### src/rtl/idli_sqi_mem_m.sv
// idli_sqi_mem_m: SQI memory responder (READ 0x03 / WRITE 0x02) backed by a 2**ADDR_W byte RAM.
// Optional macro IDLI_SQI_MEM_RDMR_EN enables RDMR (0x01), which returns mode byte 0x40 repeatedly.
module idli_sqi_mem_m #(
    parameter int ADDR_W = 8
) (
    input  logic       i_sqi_gck,
    input  logic       i_sqi_rst_n,
    input  logic       i_sqi_sck,
    input  logic       i_sqi_cs,
    input  logic [3:0] i_sqi_sio,
    output logic [3:0] o_sqi_sio,
    output logic       o_sqi_sio_oe
);
    localparam int DEPTH = 1 << ADDR_W;

    typedef enum logic [2:0] {IDLE, INSTR, ADDR, DUMMY, RDATA, WDATA, DISCARD, RDMR} state_t;

    state_t            r_state;
    logic [3:0]        r_hi;
    logic [15:0]       r_addr;
    logic [1:0]        r_cnt;
    logic              r_rd;
    logic              r_nib;
    logic [7:0]        r_mem [DEPTH];
    logic [ADDR_W-1:0] w_idx;
    logic [ADDR_W-1:0] w_nxt;
    logic [7:0]        w_op;

    // Only the low ADDR_W address bits select a byte; the increment wraps naturally in that range.
    assign w_idx = r_addr[ADDR_W-1:0];
    assign w_nxt = w_idx + 1'b1;
    assign w_op  = {r_hi, i_sqi_sio};

    // Protocol FSM, RAM writes and registered read data; cs=1 wins over any beat.
    always_ff @(posedge i_sqi_gck or negedge i_sqi_rst_n) begin
        if (!i_sqi_rst_n) begin
            r_state      <= IDLE;
            r_hi         <= '0;
            r_addr       <= '0;
            r_cnt        <= '0;
            r_rd         <= 1'b0;
            r_nib        <= 1'b0;
            o_sqi_sio    <= '0;
            o_sqi_sio_oe <= 1'b0;
            for (int i = 0; i < DEPTH; i++) r_mem[i] <= '0;
        end else if (i_sqi_cs) begin
            r_state      <= IDLE;
            o_sqi_sio_oe <= 1'b0;
        end else if (i_sqi_sck) begin
            case (r_state)
                IDLE: begin
                    r_hi    <= i_sqi_sio;
                    r_state <= INSTR;
                end
                INSTR: begin
                    r_cnt <= '0;
                    r_rd  <= (w_op == 8'h03);
                    if (w_op == 8'h03 || w_op == 8'h02) r_state <= ADDR;
`ifdef IDLI_SQI_MEM_RDMR_EN
                    else if (w_op == 8'h01) begin
                        r_state      <= RDMR;
                        o_sqi_sio    <= 4'h4;
                        o_sqi_sio_oe <= 1'b1;
                    end
`endif
                    else r_state <= DISCARD;
                end
                ADDR: begin
                    r_addr <= {r_addr[11:0], i_sqi_sio};
                    r_cnt  <= r_cnt + 1'b1;
                    r_nib  <= 1'b0;
                    if (r_cnt == 2'd3) r_state <= r_rd ? DUMMY : WDATA;
                end
                DUMMY: begin
                    r_cnt <= r_cnt + 1'b1;
                    if (r_cnt == 2'd1) begin
                        o_sqi_sio    <= r_mem[w_idx][7:4];
                        o_sqi_sio_oe <= 1'b1;
                        r_nib        <= 1'b1;
                        r_state      <= RDATA;
                    end
                end
                RDATA: begin
                    r_nib <= !r_nib;
                    if (r_nib) o_sqi_sio <= r_mem[w_idx][3:0];
                    else begin
                        r_addr    <= r_addr + 16'd1;
                        o_sqi_sio <= r_mem[w_nxt][7:4];
                    end
                end
                WDATA: begin
                    r_nib <= !r_nib;
                    if (!r_nib) r_hi <= i_sqi_sio;
                    else begin
                        r_mem[w_idx] <= w_op;
                        r_addr       <= r_addr + 16'd1;
                    end
                end
`ifdef IDLI_SQI_MEM_RDMR_EN
                RDMR: o_sqi_sio <= o_sqi_sio ^ 4'h4;
`endif
                default: ;
            endcase
        end
    end
endmodule

### config.mk
export PLATFORM = sky130hd
export DESIGN_NAME = idli_sqi_mem_m
export DESIGN_NICKNAME = d
export VERILOG_FILES = /design/src/rtl/idli_sqi_mem_m.sv
export SDC_FILE = /design/constraint.sdc
export NUM_CORES = 2
export LEC_CHECK = 0
export BUFFER_PORTS_ARGS = -buffer_cell sky130_fd_sc_hd__buf_2
export CORE_MARGIN = 4
export CORE_UTILIZATION = 55
export CTS_CLUSTER_DIAMETER = 200
export DETAILED_ROUTE_END_ITERATION = 8
export PLACE_DENSITY = 0.7
export SYNTH_ARGS = -nofsm -noshare
export SYNTH_HDL_FRONTEND = slang
export SYNTH_SLANG_ARGS = --single-unit
### constraint.sdc
create_clock -name i_sqi_gck -period 6.35 [get_ports i_sqi_gck]
set_input_delay 0.3175 -clock i_sqi_gck [delete_from_list [all_inputs] [get_ports i_sqi_gck]]
set_output_delay 0.3175 -clock i_sqi_gck [all_outputs]
set_load 0.01 [all_outputs]
==> results.cfg <==
[timing]
finalHoldWorstSlack_ps = 40.3
finalWorstSetupSlack_ps = 70.5
final_period_util = 0.989
setup_viol_count_final = 0
min_period_ps = 6280
worst_slew_pin_slew_ps = 1520
setup-tns-final_ps = 0
grt_setup_unrepaired = false
report.final.hold_viol_count = 0
max_freq_mhz = 159
timing.clock.skew_ps = 46.4
timing.max_slew.rel_slack = -0.0218
slew_viol_final = 9

[clocking]
ctsHtreeMaxLevel = 4
cts.clk_slew.worst_paths_ps = 60
cts_tree = built
clock_tree.root_cell = clkbuf_16
sink_count = 2072
cts_inserted_buffers = 216
postCtsSetupRepairBufs = 0
clock_network_latency_to_the_later_pin_of_the_worst_skew_pair_ps = 890
clock_path_buffers = 3

[critical_path]
timing.critical_path.from_type = flop
path_cells = clkinv_2 > ha_4 > buf_12 > buf_4 > mux4_2 > mux4_2 > nor3_1 > a211oi_1 > o22ai_1 > nor3_1 > o32a_1
critPathBufInv = 3
critical_path.reg2reg.startpoint = r_addr[0]
ff2ff_path_depth = 11
rrSetupSlack_ps = 70
reg2reg_to = o_sqi_sio[3]
kind_of_critical_path = flop to flop
worst_path_largest_cell_delay_ps = 900
crit_family = buffers and inverters
timing.critical_path.slowest_stage_cell = dfrtp_4
crit_required_ps = 7120
critical_path.max_fanout = 38
worstPathArrival_ps = 7050
crit_path_end_kind = flop

[pwr]
ir_drop_v = 0.000553
switching_power_mw = 16.1
leakage_nw = 53.0
comb_power_share = 0.346
cellPowerDensity_nw_per_um2 = 364
internal_power_mw = 25.4
p_seq_frac = 0.336
power.clock.fraction = 0.318
power.share.switching = 0.388

[global_route]
maximum_number_of_pins_on_one_net_before_global_route_repair = 201
first_global_vias = 67700
grt_first_pass_wirelength_um = 504000
groute.usage.overall = 0.354
grt-ovfl-total = 0
grt_antenna_before_repair = 25

[logic_synthesis]
synth_flop_cell = dfrtp_1
synth-seq-area-share = 0.501
ys_seq_elements = 2072
post_synth_arst_share = 1.00
synth_largest_type_area_fraction = 0.501
yosys.cell_count.top_type = dfrtp_1
synth_top_cell_by_area = dfrtp_1
synth_nets = 6934
ys_top_cells_by_area = dfrtp_1 50%, mux2_2 22%, mux4_2 15%, mux2i_1 2.6%, clkbuf_1 1.2%
post_synthesis_mean_instance_area_um2 = 14.9
synth.cells.most_frequent = 2,072 x dfrtp_1, 2,061 x mux2_2, 694 x mux4_2
synth_edf_count = 0
synthCells = 6920
ys_warn_count = 0
mappedNetlistArea_um2 = 103000
ys_types = 74

[placed_design]
hpwlAfterDp_um = 225000
dp_slack_ps = 724
globalplace.congestion = 1.00
buffer_ports.inserted = 12

[route]
wl_per_cell_um = 36.5
ant_nets = 0
drc_errors = 0
detailedRoute.firstPassIterationCount = 6
detail_route.iter0.violations = 8893
vias = 68100
routed_wirelength_um = 348000
via_density_per_instance = 7.14

[status]
violations = max-capacitance violations, max-slew violations
status = finished with violations

[die]
io_pins = 13
placementRows = 158
die_x_um = 442
design.die.area_um2 = 195000
initial_core_util = 0.555
core_area_um2 = 186000
overall_die_height_um = 442

[final_layout]
final_net_count = 6870
post-route-util = 0.612
drive_above_1_share = 0.496
area.growth.synth_to_final_pct = 10.3

[min_path]
min_delay_path_depth = 2
min_path_type = primary input to flop
whs_endpoint = r_rd
holdCritStartpoint = i_sqi_sio[0]

[flow_run]
cap_violations = 1
[stage by stage]
stage / std cells / power (mW) / area, um^2
6_report: 9535 / 41.5 / 114000
3_3_place_gp: 9111 / 27.9 / 106000
2_1_floorplan: 6920 / 22.5 / 103000
4_1_cts: 9519 / 41.1 / 114000
5_1_grt: 9520 / 42.4 / 114000
3_5_place_dp: 9114 / 28.0 / 107000
[metal layers]
layer | GRT usage | wire length [um]
met5 | 0 | 102
met4 | 0.201 | 24100
met3 | 0.131 | 42200
met2 | 0.492 | 148000
met1 | 0.481 | 134000
[flip-flops by register name, indices dropped and copies added (netlist names)]
| register | cells |
|---|---|
| r_mem | 2048 |
| r_addr | 8 |
| o_sqi_sio | 4 |
| r_hi | 4 |
| r_state | 3 |
| r_cnt | 2 |
| o_sqi_sio_oe | 1 |
| r_nib | 1 |
| r_rd | 1 |
[cell families (layout without fill, tap and decap cells)]
| logic type | count (synthesis) | count (layout) | share of synthesized area |
|---|---|---|---|
| DFF | 2072 | 2072 | 0.501 |
| other | 0 | 16 | 0 |
| and+or+nand+nor | 731 | 731 | 0.0318 |
| AOI/OAI and AO/OA | 483 | 483 | 0.0329 |
| buffers and inverters | 578 | 697 | 0.0278 |
| muxes | 3036 | 3036 | 0.404 |
| xor gates and xnor gates | 14 | 14 | 0.00119 |
| adders and majority gates | 6 | 6 | 0.000726 |
[power by group through the flow]
stage | Clock (mW) | Sequential [mW] | Combinational, mW
floorplan | 0 | 13.5 | 8.99
global placement | 0 | 14.1 | 13.7
detailed placement | 0 | 14.1 | 13.9
CTS | 13.3 | 13.9 | 13.9
global route | 13.9 | 13.9 | 14.5
finish | 13.2 | 13.9 | 14.4
[worst register-to-register path, cell delays in order (launching register included)]
cell and delay [ps]:
dfrtp_4 900, clkinv_2 870, ha_4 850, buf_12 310, buf_4 390, mux4_2 370
mux4_2 510, nor3_1 560, a211oi_1 160, o22ai_1 800, nor3_1 130, o32a_1 320
[cells in the final DEF (no fill, tap or decap), types with 14 or more instances in the layout]
| cell type | n |
|---|---|
| nand2_1 | 180 |
| o211ai_1 | 31 |
| clkbuf_8 | 69 |
| clkinv_2 | 41 |
| a22oi_1 | 83 |
| nor3_1 | 23 |
| a22o_1 | 21 |
| a31oi_1 | 17 |
| nand4_1 | 24 |
| a21oi_1 | 60 |
| bufinv_16 | 15 |
| clkbuf_1 | 45 |
| a221oi_1 | 72 |
| buf_12 | 33 |
| mux2_2 | 2061 |
| dfrtp_1 | 2062 |
| buf_4 | 236 |
| nor2_1 | 285 |
| diode_2 | 16 |
| o21ai_0 | 93 |
| o22ai_1 | 20 |
| nand3_1 | 84 |
| mux4_2 | 694 |
| nor2_2 | 46 |
| mux2i_1 | 270 |
| clkbuf_16 | 218 |
| a211oi_1 | 14 |
[worst max-delay path by stage]
stage	start	endpoint	slack [ps]	cells after the start
after floorplan	r_addr[1]	o_sqi_sio[3]	1840	20
after global placement	r_addr[1]	o_sqi_sio[2]	110	10
after detailed placement	r_addr[1]	o_sqi_sio[2]	720	11
final	r_addr[0]	o_sqi_sio[3]	70	11
after CTS	r_addr[1]	o_sqi_sio[2]	670	11
after global routing	r_addr[0]	o_sqi_sio[3]	80	11
[final cells by class]
cell class	count	area (um^2)
Antenna cell	16	40.0
Clock inverter	73	915
Timing Repair Buffer	287	2620
Tap cell	2480	3100
Fill cell	13900	72200
Sequential cell	2072	51900
Inverter	9	40.0
Clock buffer	328	6520
Multi-Input combinational cell	4270	48900
[what timing repair did]
action / 4_1_cts / 5_1_grt
gates resized for setup: 0 / 0
endpoints found under the hold margin: 115 / 0
hold buffers: 4 / 0
No activity file was read; power rests on OpenSTA's default activity.
